File: src/rtl/latch_write_arbiter.sv
// latch_write_arbiter
//   Round-robin arbiter plus write sequencer for one shared WIDTH-bit
//   level-sensitive latch bank. The winner's data is captured once on the
//   grant edge. latch_en is then driven through setup / open / hold phases,
//   so latch_d never moves while the latch is transparent.
//
// Ports
//   clk, rst_n  clock, asynchronous active-low reset
//   req         per-requester write request (level, held until ack)
//   wdata       requester i data in bits [i*WIDTH +: WIDTH]
//   gnt         one-hot grant, high for the whole transaction
//   ack         one-cycle completion pulse to the granted requester
//   latch_d     registered data to the latch bank
//   latch_en    registered enable to the latch bank
//   busy        high whenever the sequencer is not idle
module latch_write_arbiter #(
  parameter int NREQ      = 4,
  parameter int WIDTH     = 8,
  parameter int SETUP_CYC = 1,
  parameter int OPEN_CYC  = 2,
  parameter int HOLD_CYC  = 1
) (
  input  logic                  clk,
  input  logic                  rst_n,
  input  logic [NREQ-1:0]       req,
  input  logic [NREQ*WIDTH-1:0] wdata,
  output logic [NREQ-1:0]       gnt,
  output logic [NREQ-1:0]       ack,
  output logic [WIDTH-1:0]      latch_d,
  output logic                  latch_en,
  output logic                  busy
);

  localparam int MAXC = (SETUP_CYC > OPEN_CYC) ?
                        ((SETUP_CYC > HOLD_CYC) ? SETUP_CYC : HOLD_CYC) :
                        ((OPEN_CYC > HOLD_CYC) ? OPEN_CYC : HOLD_CYC);
  localparam int CW = $clog2(MAXC + 1);
  localparam int PW = $clog2(NREQ);

  localparam logic [CW-1:0] S_LAST = CW'(SETUP_CYC - 1);
  localparam logic [CW-1:0] O_LAST = CW'(OPEN_CYC - 1);
  localparam logic [CW-1:0] H_LAST = CW'(HOLD_CYC - 1);

  typedef enum logic [1:0] {IDLE, SETUP, OPEN, HOLD} state_t;

  state_t          state;
  logic [CW-1:0]   cnt;
  logic [PW-1:0]   ptr;
  logic [NREQ-1:0] elig;
  logic            found;
  logic [PW-1:0]   win;
  logic [WIDTH-1:0] win_data;

  function automatic logic [PW-1:0] wrap(input int v);
    return PW'(v % NREQ);
  endfunction

  // A requester whose ack is on the wire this cycle has not yet dropped req.
  // Masking it keeps it from being granted a second, unintended write.
  assign elig = req & ~ack;

  // Cyclic search from ptr. The loop runs backwards so the closest index
  // to ptr is assigned last and wins.
  always_comb begin
    found = 1'b0;
    win   = '0;
    for (int k = NREQ - 1; k >= 0; k--) begin
      if (elig[wrap(int'(ptr) + k)]) begin
        found = 1'b1;
        win   = wrap(int'(ptr) + k);
      end
    end
  end

  always_comb begin
    win_data = '0;
    for (int k = 0; k < NREQ; k++)
      if (win == PW'(k)) win_data = wdata[k*WIDTH +: WIDTH];
  end

  always_ff @(posedge clk or negedge rst_n) begin
    if (!rst_n) begin
      state    <= IDLE;
      cnt      <= '0;
      ptr      <= '0;
      gnt      <= '0;
      ack      <= '0;
      latch_d  <= '0;
      latch_en <= 1'b0;
      busy     <= 1'b0;
    end else begin
      ack <= '0;
      case (state)
        IDLE: if (found) begin
          gnt     <= NREQ'(1) << win;
          latch_d <= win_data;
          busy    <= 1'b1;
          ptr     <= wrap(int'(win) + 1);
          cnt     <= '0;
          state   <= SETUP;
        end
        SETUP: if (cnt == S_LAST) begin
          cnt      <= '0;
          latch_en <= 1'b1;
          state    <= OPEN;
        end else cnt <= cnt + CW'(1);
        OPEN: if (cnt == O_LAST) begin
          cnt      <= '0;
          latch_en <= 1'b0;
          state    <= HOLD;
        end else cnt <= cnt + CW'(1);
        HOLD: if (cnt == H_LAST) begin
          cnt   <= '0;
          ack   <= gnt;
          gnt   <= '0;
          busy  <= 1'b0;
          state <= IDLE;
        end else cnt <= cnt + CW'(1);
        default: state <= IDLE;
      endcase
    end
  end

endmodule

File: config.mk
export PLATFORM = sky130hd
export DESIGN_NAME = latch_write_arbiter
export DESIGN_NICKNAME = d
export VERILOG_FILES = /design/src/rtl/latch_write_arbiter.sv
export SDC_FILE = /design/constraint.sdc
export NUM_CORES = 1
export LEC_CHECK = 0
export CORE_MARGIN = 1.5
export CORE_UTILIZATION = 45
export DETAILED_ROUTE_END_ITERATION = 6
export PLACE_DENSITY_LB_ADDON = 0.08
export SLEW_MARGIN = 0
export SYNTH_ARGS = -nofsm -noshare
export SYNTH_HDL_FRONTEND = slang
export SYNTH_SLANG_ARGS = --single-unit
File: constraint.sdc
create_clock -name clk -period 6.7 [get_ports clk]
set_clock_uncertainty 0.2 [all_clocks]
set_input_delay 0.67 -clock clk [delete_from_list [all_inputs] [get_ports clk]]
set_output_delay 0.67 -clock clk [all_outputs]
set_load 0.005 [all_outputs]
==> Word level (Yosys, flattened, before mapping) <==
Cells that the tools add are included.
{ "totals": {"reg_bits": 24, "in_bits": 38} }
{ "op_classes": {"addsub": 5, "order_cmp": 4, "eq_ne": 11, "shift": 1, "muxes": 40, "n_bitwise": 2, "reduce_logical": 10} }
{ "ops": {"columns": ["cell", "count"], "rows": [
  ["$mux 8", 4],
  ["$mux 2", 11],
  ["$mux 4", 4],
  ["$lt 2x3->1 const B", 4],
  ["$mux 1", 12],
  ["$bmux 1 s2", 4],
  ["$eq 2x2->1 const B", 4],
  ["$ne 2x2->1 const B", 4],
  ["$pmux 2 s4", 1],
  ["$pmux 4 s2", 1],
  ["$add 2x1->2 const B", 3],
  ["$eq 2x1->1 const B", 3],
  ["$logic_not 2->1", 3],
  ["$pmux 2 s3", 1],
  ["$reduce_and 3->1", 2],
  ["$add 2x2->2 const B", 2],
  ["$and 4x4->4", 1],
  ["$not 4->4", 1],
  ["$pmux 1 s2", 2],
  ["$reduce_and 4->1", 1],
  ["$reduce_bool 2->1", 2],
  ["$shl 1x2->4 const A", 1],
  ["$reduce_and 2->1", 1],
  ["$reduce_or 2->1", 1]
]} }

==> Logic depth before layout (Yosys ltp) <==
{ "depth": {"ltp_word": 13, "depth_mapped": 12, "ltp_nobuf": 9} }

==> Worst setup path before layout <==
No wires, ideal clock.
{ "synth_timing": {"path_kind": "in2reg", "from": "input req[1]", "to": "register latch_d[6]", "setup_ps": 126, "arrival_ps": 2375, "required_time_ps": 6374, "setup_slack_ps": 3999, "cell_stages": 11, "cell_sequence": "and2b_2 -> o21ai_0 -> a21oi_1 -> or2_2 -> ha_1 -> clkbuf_1 -> clkbuf_1 -> a21oi_1 -> o21ai_0 -> a22oi_1 -> o21ai_0"} }
{ "synth_between": {"elab_chain_cells": 12, "word_cells_on_any_way": 26, "classes_between": "3 x eq/ne; 20 x mux; 1 x bitwise; 2 x reduce/logical"} }
{ "synth_lines": {"columns": ["item", "line", "rtl"], "rows": [
  ["start: declaration", "25", "input logic [NREQ-1:0] req,"],
  ["$and 4x4->4 (*)", "60", "assign elig = req & ~ack;"],
  ["$bmux 1 s2", "68", "if (elig[wrap(int'(ptr) + k)]) begin"],
  ["$mux 1 (not written as such)", "68", null],
  ["$mux 2 (4 in a row)", "68", null],
  ["$logic_not 2->1", "78", "if (win == PW'(k)) win_data = wdata[k*WIDTH +: WIDTH];"],
  ["$mux 8 (4 in a row)", "78", null],
  ["end signal: assignment", "96", "latch_d <= win_data;"],
  ["end: declaration", "29", "output logic [WIDTH-1:0] latch_d,"]
]} }
Every way passes the cells marked *; elsewhere a longest branch is shown, timed or not. The select of a mux whose other input is x is not followed.
A chain may end at the register's enable or synchronous reset.

==> Final worst setup path <==
{ "layout_timing": {"from": "input req[0]", "to": "register latch_d[5]"} }
Same word-level chain as after synthesis.

==> results.py <==
metrics = {
    "run_status": {
        "outcome": "finished, final reports clean",
    },
    "drt": {
        "dr.pass1.iters": 4,
        "ant_nets": 0,
        "wl_met1_um": 1790,
        "wire_per_inst_um": 14.4,
        "drc_errors": 0,
        "maxUsedRoutingLayer": "met4",
        "wl_met2_um": 1960,
        "wl_met3_um": 157,
        "drt_iter0_drc": 67,
        "post_drt_via_cell_ratio": 5.42,
        "num_vias": 1479,
        "routed_wl_um": 3940,
    },
    "global_route": {
        "grt_max_degree": 25,
        "grt_first_pass_wirelength_um": 6580,
        "grt_remaining_overflow": 0,
        "grt_pass1_vias": 1404,
        "grt_usage_pct": 20.8,
        "antenna_found_initial": 0,
    },
    "timing": {
        "finalSetupTns_ps": 0,
        "rsz0062_at_grt": "no",
        "holdWs_ps": 292,
        "post-route-min-period_ps": 3110,
        "final_hold_viol_count": 0,
        "finalCritPeriodShare_pct": 46.4,
        "worst_pin_slew_ps": 1050,
        "setup_violations": 0,
        "maxSlewViolCount": 0,
        "maxSlewHeadroom_pct": 29.6,
        "fmax_ghz": 0.322,
    },
    "critical_path": {
        "crit_type": "in2reg",
        "crit_path_end_kind": "flop",
        "reg2reg_to": "latch_d[5]",
        "critPathLaunchType": "input port",
        "ff2ff_path_depth": 7,
        "endpoint": "latch_d[5]",
        "cp_slowest_cell": "ha_1",
        "cp-startpoint": "req[0]",
        "reg2reg_from": "ack[0]",
        "r2r_slack_ps": 4030,
        "critPathTopFamily": "compound AO/OA/AOI/OAI gates",
        "crit_buf_inv": 1,
        "crit_chain": "clkdlybuf4s50_1 > nor2b_1 > mux2i_1 > o21ai_0 > ha_1 > a21oi_1 > a22oi_1 > o21ai_0",
        "cp_data_arrival_time_ps": 3070,
        "cp_num_cells": 8,
        "worst-endpoint-required_ps": 6660,
        "worst-path-max-fanout": 17,
        "crit_top_cell": "o21ai_0",
        "max_stage_delay_ps": 610,
    },
    "die": {
        "die_h_um": 62.5,
        "start_util_pct": 47.4,
        "io-pin-count": 56,
        "core-area_sq_um": 3360,
        "die_w_um": 62.5,
        "rows": 21,
        "dieArea_sq_um": 3910,
    },
    "worst_hold_path": {
        "hp-start": "latch_d[1]",
        "hold_class": "reg2reg",
    },
    "clock_network": {
        "cts_buffers": 3,
        "cts_buffer_depth": 2,
        "cts_tree": "done",
        "ctsResizeCount": 0,
        "clock-sinks": 24,
        "h-tree-depth": 1,
        "postCtsSetupRepairBufs": 0,
        "clk_pin_slew_ps": 120,
        "clk_latency_ps": 310,
        "root_buffer": "clkbuf_4",
        "cts-hold-fix-buffers": 0,
    },
    "power": {
        "power_density_nw_per_um2": 377,
        "p_leak_nw": 0.964,
        "vdd_drop_max_mv": 0.320,
    },
    "synth": {
        "synth_top_area_share_pct": 37.7,
        "yosysWarnings": 0,
        "synth-seq-area-share_pct": 37.7,
        "synthFlopType": "dfrtp_1",
        "yosysTopAreaCell": "dfrtp_1",
        "netlist_instances": 179,
        "netlist_top_cells_count": "o21ai_0 (25), dfrtp_1 (24), nand2_1 (22), a21oi_1 (20), inv_1 (14)",
        "synth-seq-cells": 24,
        "syn_nets": 230,
        "ys_async_sr_fraction_pct": 100,
        "synth_area_sq_um": 1590,
        "synthTopCellsByArea": "dfrtp_1 (38%), ha_1 (10%), o21ai_0 (7.8%), a21oi_1 (6.3%), nand2_1 (5.2%)",
        "synth.most_common_cell": "o21ai_0",
        "synth_cell_types": 34,
        "synth_edf_count": 0,
        "syn_area_per_cell_sq_um": 8.91,
    },
    "job": {
        "drv_cap": 0,
    },
    "place": {
        "dp_cells": 270,
        "port_buffers": 55,
        "gp_routability_congestion": 0.785,
        "dp_hpwl_um": 2990,
    },
    "final_layout": {
        "area_growth_syn_to_layout_pct": 36.3,
        "fin_cells": 273,
        "diodes": 0,
        "fin_nets": 280,
        "drive_gt1_share_pct": 6.61,
    },
}
## kinds of logic after synthesis
group                      count (synthesis)  synth area share (%)
AOI/OAI and AO/OA                         70                  28.1
and+or+nand+nor                           43                  13.8
buffers and inverters                     24                  6.59
DFF                                       24                  37.7
adders and majority gates                 13                  10.2
muxes                                      5                  3.61
## final cells by class
type                            instances  area [sq um]
Inverter                               14          52.6
Timing Repair Buffer                   55           551
Clock buffer                            3          22.5
Fill cell                             283          1190
Sequential cell                        24           601
Multi-Input combinational cell        131           888
Tap cell                               46          57.6
## tightest hold or removal path: cells and delay by family (launching register included)
| family | cells | cell delay [ps] |
|---|---|---|
| flip-flops | 1 | 370 |
| AO/OA/AOI/OAI | 1 | 60 |
| AND/OR/NAND/NOR | 1 | 40 |
## worst min path at each step
stage                 endpoint  slack (ps)  depth (start not counted)
finish              latch_d[1]         290                          2
global route        latch_d[1]         320                          2
CTS                 latch_d[1]         300                          2
detailed placement  latch_d[1]         270                          2
global placement    latch_d[5]         260                          2
floorplan               ack[0]         170                          0
## where the power goes
group	switching (mW)	internal (mW)
clock	0.0400	0.0210
combinational	0.257	0.251
sequential	0.0479	0.202
## flip-flops by register name (all words and copies together), names as in the netlist
signal	flops
gnt	4
latch_en	1
cnt	2
state	2
ack	4
ptr	2
busy	1
latch_d	8
## placed cells by master, fill, tap and decap left out, drive strengths merged
cell and instances:
a211o 1, a21o 2, a21oi 20, a22o 5, a22oi 9, a32o 1
and2b 1, and3 4, and3b 1, clkbuf 3, clkdlybuf4s50 55, dfrtp 24
ha 13, inv 14, mux2 3, mux2i 2, nand2 22, nand2b 2
nor2 6, nor2b 3, nor3b 1, nor4 1, o21a 2, o21ai 26
o221ai 1, o22ai 1, o31a 1, o41ai 1, or2 1, or4 1
## stage by stage
| step | utilization, % | setup slack, ps | power [mW] | instance area, sq um |
|---|---|---|---|---|
| floorplan | - | 4000 | 0.584 | 1590 |
| global placement | 63.9 | 3470 | 0.735 | 2150 |
| detailed placement | 63.9 | 3320 | 0.756 | 2150 |
| CTS | 64.6 | 3650 | 0.820 | 2170 |
| global route | 64.6 | 3400 | 0.896 | 2170 |
| finish | 64.6 | 3590 | 0.819 | 2170 |
## layer usage
layer | vias up | global-route usage [%]
met1 | 701 | 26.9
met4 | 0 | 3.89
met3 | 4 | 4.14
li1 | 729 | -
met2 | 45 | 36.3
met5 | - | 0
Power figures use the tool's default switching activity.
